[src/rtl/vga_image_scanner.sv]
// vga_image_scanner: 640x480@60 VGA raster scanner that fetches a packed RGB565 image from an upstream RAM.
//   clk, rst          50 MHz system clock, asynchronous active-high reset
//   ram_addr/ram_data 18-bit word address out, 32-bit word back one clk later (two RGB565 pixels)
//   vga_clk           25 MHz pixel clock (falls on every pixel tick)
//   hsync, vsync      active-low syncs
//   blank_n           high during active video
//   r, g, b           8-bit colour
//   frame_start       one-clk pulse when outputs present pixel (0,0)
module vga_image_scanner #(
  parameter int H_ACTIVE = 640,
  parameter int H_FP = 16,
  parameter int H_SYNC = 96,
  parameter int H_BP = 48,
  parameter int V_ACTIVE = 480,
  parameter int V_FP = 10,
  parameter int V_SYNC = 2,
  parameter int V_BP = 33,
  parameter int IMG_W = 300,
  parameter int IMG_H = 300,
  parameter int IMG_X = 170,
  parameter int IMG_Y = 90,
  parameter logic [23:0] BG_COLOR = 24'h000000
) (
  input  logic        clk,
  input  logic        rst,
  output logic [17:0] ram_addr,
  input  logic [31:0] ram_data,
  output logic        vga_clk,
  output logic        hsync,
  output logic        vsync,
  output logic        blank_n,
  output logic [7:0]  r,
  output logic [7:0]  g,
  output logic [7:0]  b,
  output logic        frame_start
);
  localparam logic [9:0] H_LAST = 10'(H_ACTIVE + H_FP + H_SYNC + H_BP - 1);
  localparam logic [9:0] V_LAST = 10'(V_ACTIVE + V_FP + V_SYNC + V_BP - 1);
  localparam logic [9:0] HA = 10'(H_ACTIVE);
  localparam logic [9:0] VA = 10'(V_ACTIVE);
  localparam logic [9:0] HS_B = 10'(H_ACTIVE + H_FP);
  localparam logic [9:0] HS_E = 10'(H_ACTIVE + H_FP + H_SYNC);
  localparam logic [9:0] VS_B = 10'(V_ACTIVE + V_FP);
  localparam logic [9:0] VS_E = 10'(V_ACTIVE + V_FP + V_SYNC);
  localparam logic [9:0] IX = 10'(IMG_X);
  localparam logic [9:0] IX_E = 10'(IMG_X + IMG_W);
  localparam logic [9:0] IY = 10'(IMG_Y);
  localparam logic [9:0] IY_E = 10'(IMG_Y + IMG_H);
  localparam logic [17:0] LAST_WORD = 18'(IMG_W * IMG_H / 2 - 1);
  logic ph, run, in_img, half, active;
  logic [9:0] h, v, h_nx, v_nx;
  logic [15:0] px;
  logic [23:0] rgb;
  assign vga_clk = ph;
  always_comb begin
    h_nx = (h == H_LAST) ? 10'd0 : h + 10'd1;
    v_nx = (h != H_LAST) ? v : (v == V_LAST) ? 10'd0 : v + 10'd1;
    in_img = h >= IX && h < IX_E && v >= IY && v < IY_E;
    active = h < HA && v < VA;
    // image width and origin parity make the pixel-index LSB a function of h alone
    half = h[0] ^ IX[0];
    px = half ? ram_data[31:16] : ram_data[15:0];
    rgb = {px[15:11], px[15:13], px[10:5], px[10:9], px[4:0], px[4:2]};
  end
  always_ff @(posedge clk or posedge rst) begin
    if (rst) begin
      ph <= 1'b0;
      run <= 1'b0;
      h <= '0;
      v <= '0;
      ram_addr <= '0;
      hsync <= 1'b1;
      vsync <= 1'b1;
      blank_n <= 1'b0;
      {r, g, b} <= '0;
      frame_start <= 1'b0;
    end else begin
      ph <= ~ph;
      frame_start <= ph && run && h == 10'd0 && v == 10'd0;
      if (ph) begin
        // first tick after reset only arms the pipeline so that (0,0) is fetched like any other pixel
        run <= 1'b1;
        if (run) begin
          h <= h_nx;
          v <= v_nx;
          ram_addr <= (h_nx == 10'd0 && v_nx == 10'd0) ? 18'd0 :
                      (in_img && half && ram_addr != LAST_WORD) ? ram_addr + 18'd1 : ram_addr;
          hsync <= !(h >= HS_B && h < HS_E);
          vsync <= !(v >= VS_B && v < VS_E);
          blank_n <= active;
          {r, g, b} <= !active ? 24'd0 : in_img ? rgb : BG_COLOR;
        end
      end
    end
  end
endmodule

[config.mk]
export PLATFORM = sky130hd
export DESIGN_NAME = vga_image_scanner
export DESIGN_NICKNAME = d
export VERILOG_FILES = /design/src/rtl/vga_image_scanner.sv
export SDC_FILE = /design/constraint.sdc
export NUM_CORES = 1
export LEC_CHECK = 0
export BUFFER_PORTS_ARGS = -buffer_cell sky130_fd_sc_hd__buf_4
export CAP_MARGIN = 20
export CORE_MARGIN = 2
export CORE_UTILIZATION = 59
export DETAILED_ROUTE_END_ITERATION = 16
export PLACE_DENSITY = 0.91
export REMOVE_ABC_BUFFERS = 1
export SYNTH_ARGS = -nofsm -noshare
export SYNTH_HDL_FRONTEND = slang
export SYNTH_SLANG_ARGS = --single-unit
[constraint.sdc]
create_clock -name clk -period 6 [get_ports clk]
set_clock_uncertainty 0.2 [all_clocks]
set_input_delay 0.6 -clock clk [delete_from_list [all_inputs] [get_ports clk]]
set_output_delay 0.6 -clock clk [all_outputs]
set_load 0.02 [all_outputs]
Word-level counts from Yosys, hierarchy flattened
Cells that the tools add are included.
Storage, ports and cells
  logic and storage cells: 59
  bits of input ports: 34
  output and inout bits: 47
  register bits after elaboration: 68
Operators by class
  muxes and demuxes: 8
  add/sub/neg operators: 3
  eq/ne operators: 4
  bitwise operators: 1
  reduce and logical (&&, ||, !) cells: 21
  $lt $le $gt $ge: 10
Operators by type and width (number)
  $mux W24: 2
  $logic_not A10 Y1: 4
  $lt A10 B9 Y1 const B: 4
  $mux W18: 2
  $mux W10: 3
  $add A10 B1 Y10 const B: 2
  $eq A10 B10 Y1 const B: 2
  $lt A10 B10 Y1 const B: 2
  $add A18 B1 Y18 const B: 1
  $ne A18 B16 Y1 const B: 1
  $mux W16: 1
  $logic_and A1 B1 Y1: 12
  $ge A10 B10 Y1 const B: 1
  $ge A10 B7 Y1 const B: 1
  $ge A10 B8 Y1 const B: 1
  $ge A10 B9 Y1 const B: 1
  $ne A10 B10 Y1 const B: 1
  $reduce_and A3 Y1: 1
  $logic_not A1 Y1: 2
  $reduce_and A2 Y1: 1
  $reduce_bool A2 Y1: 1
  $not A1 Y1: 1

Longest topological paths before layout
  depth after elaboration: 8
  gate-level depth with buffers: 12

Worst setup path before layout
No wires, ideal clock.
  path type: reg2reg
  from: reg h[0]
  to: reg ram_addr[3]
  setup time: 124 ps
  data required time: 5676 ps
  stages on the path, launching flop included: 13
  arrival: 2758 ps
  period minus slack after synthesis: 3082 ps
  setup slack: 2918 ps
  cell sequence: dfrtp_1 buf_1 clkbuf_1 inv_1 ha_1 o31a_1 o21ai_0 nand2_1 and4b_2 nand3_1 buf_2 nor2_1 o21bai_1
On the way
  word-level cells in the longest chain between the ends: 8
  elaborated cells between the ends (all ways): 18
  those cells by class: 1 x add/sub; 2 x order compare; 2 x eq/ne; 3 x mux; 10 x reduce/logical
RTL lines
  start: declaration: line 51  | logic [9:0] h, v, h_nx, v_nx;
  start signal: assignment: line 84  | h <= h_nx;
  branches (longest 8 deep; another with $add A10 B1 Y10)
  end signal: assignment: line 86  | ram_addr <= (h_nx == 10'd0 && v_nx == 10'd0) ? 18'd0 :
  end: declaration: line 26  | output logic [17:0] ram_addr,
Parallel ways; which one is timed is not known.
A chain may end at the register's enable or synchronous reset.

Final worst setup path
  from: reg h[1]
  to: reg ram_addr[13]
Same word-level chain as after synthesis.

==> metrics.cfg <==
[worst_setup_path]
rr_endpoint=ram_addr[13]$_DFFE_PP0P_
worstPathRequired_ps=6000
rr_worst_depth=8
crit_path_start_kind=flip-flop
cp_max_fo=15
path_class=reg2reg
endpoint_kind=flip-flop
crit_arrival_ps=3420
r2r_slack_ps=2570
r2r_start=h[1]$_DFFE_PP0P_

[clock_tree]
htree_levels=3
cts_sinks=60
postCtsSetupBuffers=0
cts-root-buf=clkbuf_8
cts_resized=0
clk_latency_ps=340
hold_buffers=0
cts_inserted_buffers=9
cts_tree=done
clockBufferDepth=2
clk_pin_slew_ps=70

[synthesis]
yosys.area_share.xor_xnor_pct=2.112
synth_fa_ha_area_share_pct=2.682
syn_area_um2=3732
synth_edf_count=0
yosysWarnings=0
synth_compound_area_share_pct=18.30
muxShareOfSynthArea_pct=4.291
syn_area_per_cell_um2=8.620
synthArstFlopShare_pct=100.0
synth_cells=433
synth_top_family_by_area=simple AND/OR/NAND/NOR gates
synth_simple_gate_area_share_pct=26.45
synth_cell_types=61
ys_ff_latch=60
synth_ff_type=dfrtp_1
seq_area_frac_synth_pct=40.30

[floorplanning]
io_pins=81
die_y_um=83.54
die_width_um=83.54
core.rowCount=28
die-area_um2=6978
initial_utilization_pct=61.94
core_area_um2=6026

[drt]
routed_wl_um=9825
vias=3678
dr.first_iter.drc_count=274
postRouteAntennaNets=0
drc=0
drt_pass1_iterations=5
vias_per_cell=6.464
post_drt_wl_per_cell_um=17.27

[sta]
period_share_pct=57.11
rsz0062_at_grt=no
worstMarginPinSlew_ps=737.0
hold_viol=0
finalSetupTns_ps=0
min_period_ps=3427
max_clock_freq_mhz=291.8
final-max-slew-violation-count=0
setup_viol=0
max_slew_margin_pct=50.87

[power_and_ir_drop]
comb_power_share_pct=3.5
p_int_mw=0.6189
power_frac_seq_pct=51.1
swShare_pct=21.85
p_leak_nw=2.120
powerDensity_nw_per_um2=177.8
p_sw_mw=0.1730
clockPowerShare_pct=45.4
vdd_ir_drop_max_uv=135.1

[final_layout]
insertedDiodeCount=0
drive_above_1_share_pct=23.08
syn_to_final_growth_pct=19.34
nNetsFinal=532
finalInstanceArea_um2=4454

[grt]
grt_max_degree=61
grt_first_pass_wirelength_um=16330
grt_usage_pct=28.70
grt_antenna_before_repair=0
grt_pass1_vias=3381
grt_overflow_total=0

[place]
routabilityCongestion=0.9709
place_area_um2=4264
place_hpwl_um=6902
portBuffers=80

[run]
drv_cap=0

[min_path]
hold_class=in2async

[run_status]
status=finished, final reports clean

[stage by stage]
step	hold slack [ps]	instances	total power, mW	worst slack (ps)	util, %
after floorplan	252.4	396	0.4210	2698	-
final	275.7	569	0.7920	2573	73.92
after detailed placement	283.6	554	0.4407	2643	70.76
after global routing	324.1	569	0.8171	2197	73.92
after global placement	265.6	554	0.4395	2894	70.76
after CTS	298.2	569	0.7943	2627	73.92
[flip-flops by register name (all words and copies together) (netlist names)]
| register | count |
|---|---|
| b | 5 |
| blank_n | 1 |
| frame_start | 1 |
| g | 6 |
| h | 10 |
| hsync | 1 |
| r | 5 |
| ram_addr | 18 |
| run | 1 |
| v | 10 |
| vga_clk | 1 |
| vsync | 1 |
[how the worst max path moves through the flow]
stage	startpoint	to	cells after the start
finish	h[1]$_DFFE_PP0P_	ram_addr[13]$_DFFE_PP0P_	8
global placement	h[1]$_DFFE_PP0P_	ram_addr[15]$_DFFE_PP0P_	8
detailed placement	h[1]$_DFFE_PP0P_	ram_addr[13]$_DFFE_PP0P_	8
floorplan	h[0]$_DFFE_PP0P_	ram_addr[11]$_DFFE_PP0P_	8
CTS	h[1]$_DFFE_PP0P_	ram_addr[13]$_DFFE_PP0P_	8
global route	h[1]$_DFFE_PP0P_	ram_addr[15]$_DFFE_PP0P_	8
[worst max-delay path, cell delays in order (launching register included)]
cell and delay (ps):
dfrtp_1 510, ha_1 430, and3_1 340, nand3_2 200, nor2_1 380, o2111ai_1 160, nor4_1 290, and4_1 570
o21ai_0 190
[power groups by stage]
stage	clock, mW	combinational [mW]	sequential (mW)
floorplan	0	0.00892	0.412
detailed placement	0	0.0287	0.412
CTS	0.361	0.0288	0.404
global placement	0	0.0275	0.412
finish	0.360	0.0279	0.404
global route	0.382	0.0314	0.404
[area by class of cell]
class,instances,area (um2)
Fill cell,447,1572
Clock buffer,10,137.6
Timing Repair Buffer,83,623.1
Sequential cell,60,1504
Clock inverter,5,52.55
Inverter,9,33.78
Tap cell,75,93.84
Multi-Input combinational cell,327,2009
[Yosys cell counts (all sizes together) (6+ instances only)]
library cell,n,share of area (%)
or3,12,2.0
nand2,60,6.0
o21ai,65,8.9
clkbuf,20,2.0
nor2,20,2.1
o31ai,8,1.6
dfrtp,58,39
xnor2,6,1.4
buf,17,2.9
nand3,16,2.3
or4,6,1.2
a21oi,10,1.3
nand4,17,2.8
and3,11,1.8
mux2i,16,4.3
inv,9,0.91
ha,8,2.7
[kinds of logic (layout without fill, tap and decap cells)]
| kind of cell | count (synthesis) | count (layout) |
|---|---|---|
| DFF | 60 | 60 |
| AOI/OAI and AO/OA | 112 | 112 |
| adders and majority gates | 8 | 8 |
| muxes | 16 | 16 |
| xor gates and xnor gates | 9 | 9 |
| buffers and inverters | 46 | 107 |
| and+or+nand+nor | 182 | 182 |
[placed cells by master (no fill, tap or decap), types with 5 or more instances in the layout]
| master | instances |
|---|---|
| nor2_1 | 19 |
| nand3_1 | 15 |
| and4_1 | 5 |
| o31ai_1 | 8 |
| clkbuf_8 | 10 |
| nand4_1 | 17 |
| buf_4 | 83 |
| or4_1 | 6 |
| and3_1 | 11 |
| and2_1 | 5 |
| xnor2_1 | 6 |
| ha_1 | 8 |
| a21oi_1 | 10 |
| nand2_1 | 60 |
| inv_1 | 8 |
| dfrtp_1 | 58 |
| o21ai_0 | 62 |
| mux2i_1 | 16 |
| or3_1 | 12 |
[layer usage]
layer  share of wire (%)  up-vias  track usage [%]
met1                  40     1762            37.21
met3                 7.9       33            5.737
met2                  50      194            46.70
met5                   0        -                0
met4                 2.8        0            12.90
li1                    -     1689                -
Note: power is estimated with default switching activity, not from simulation.
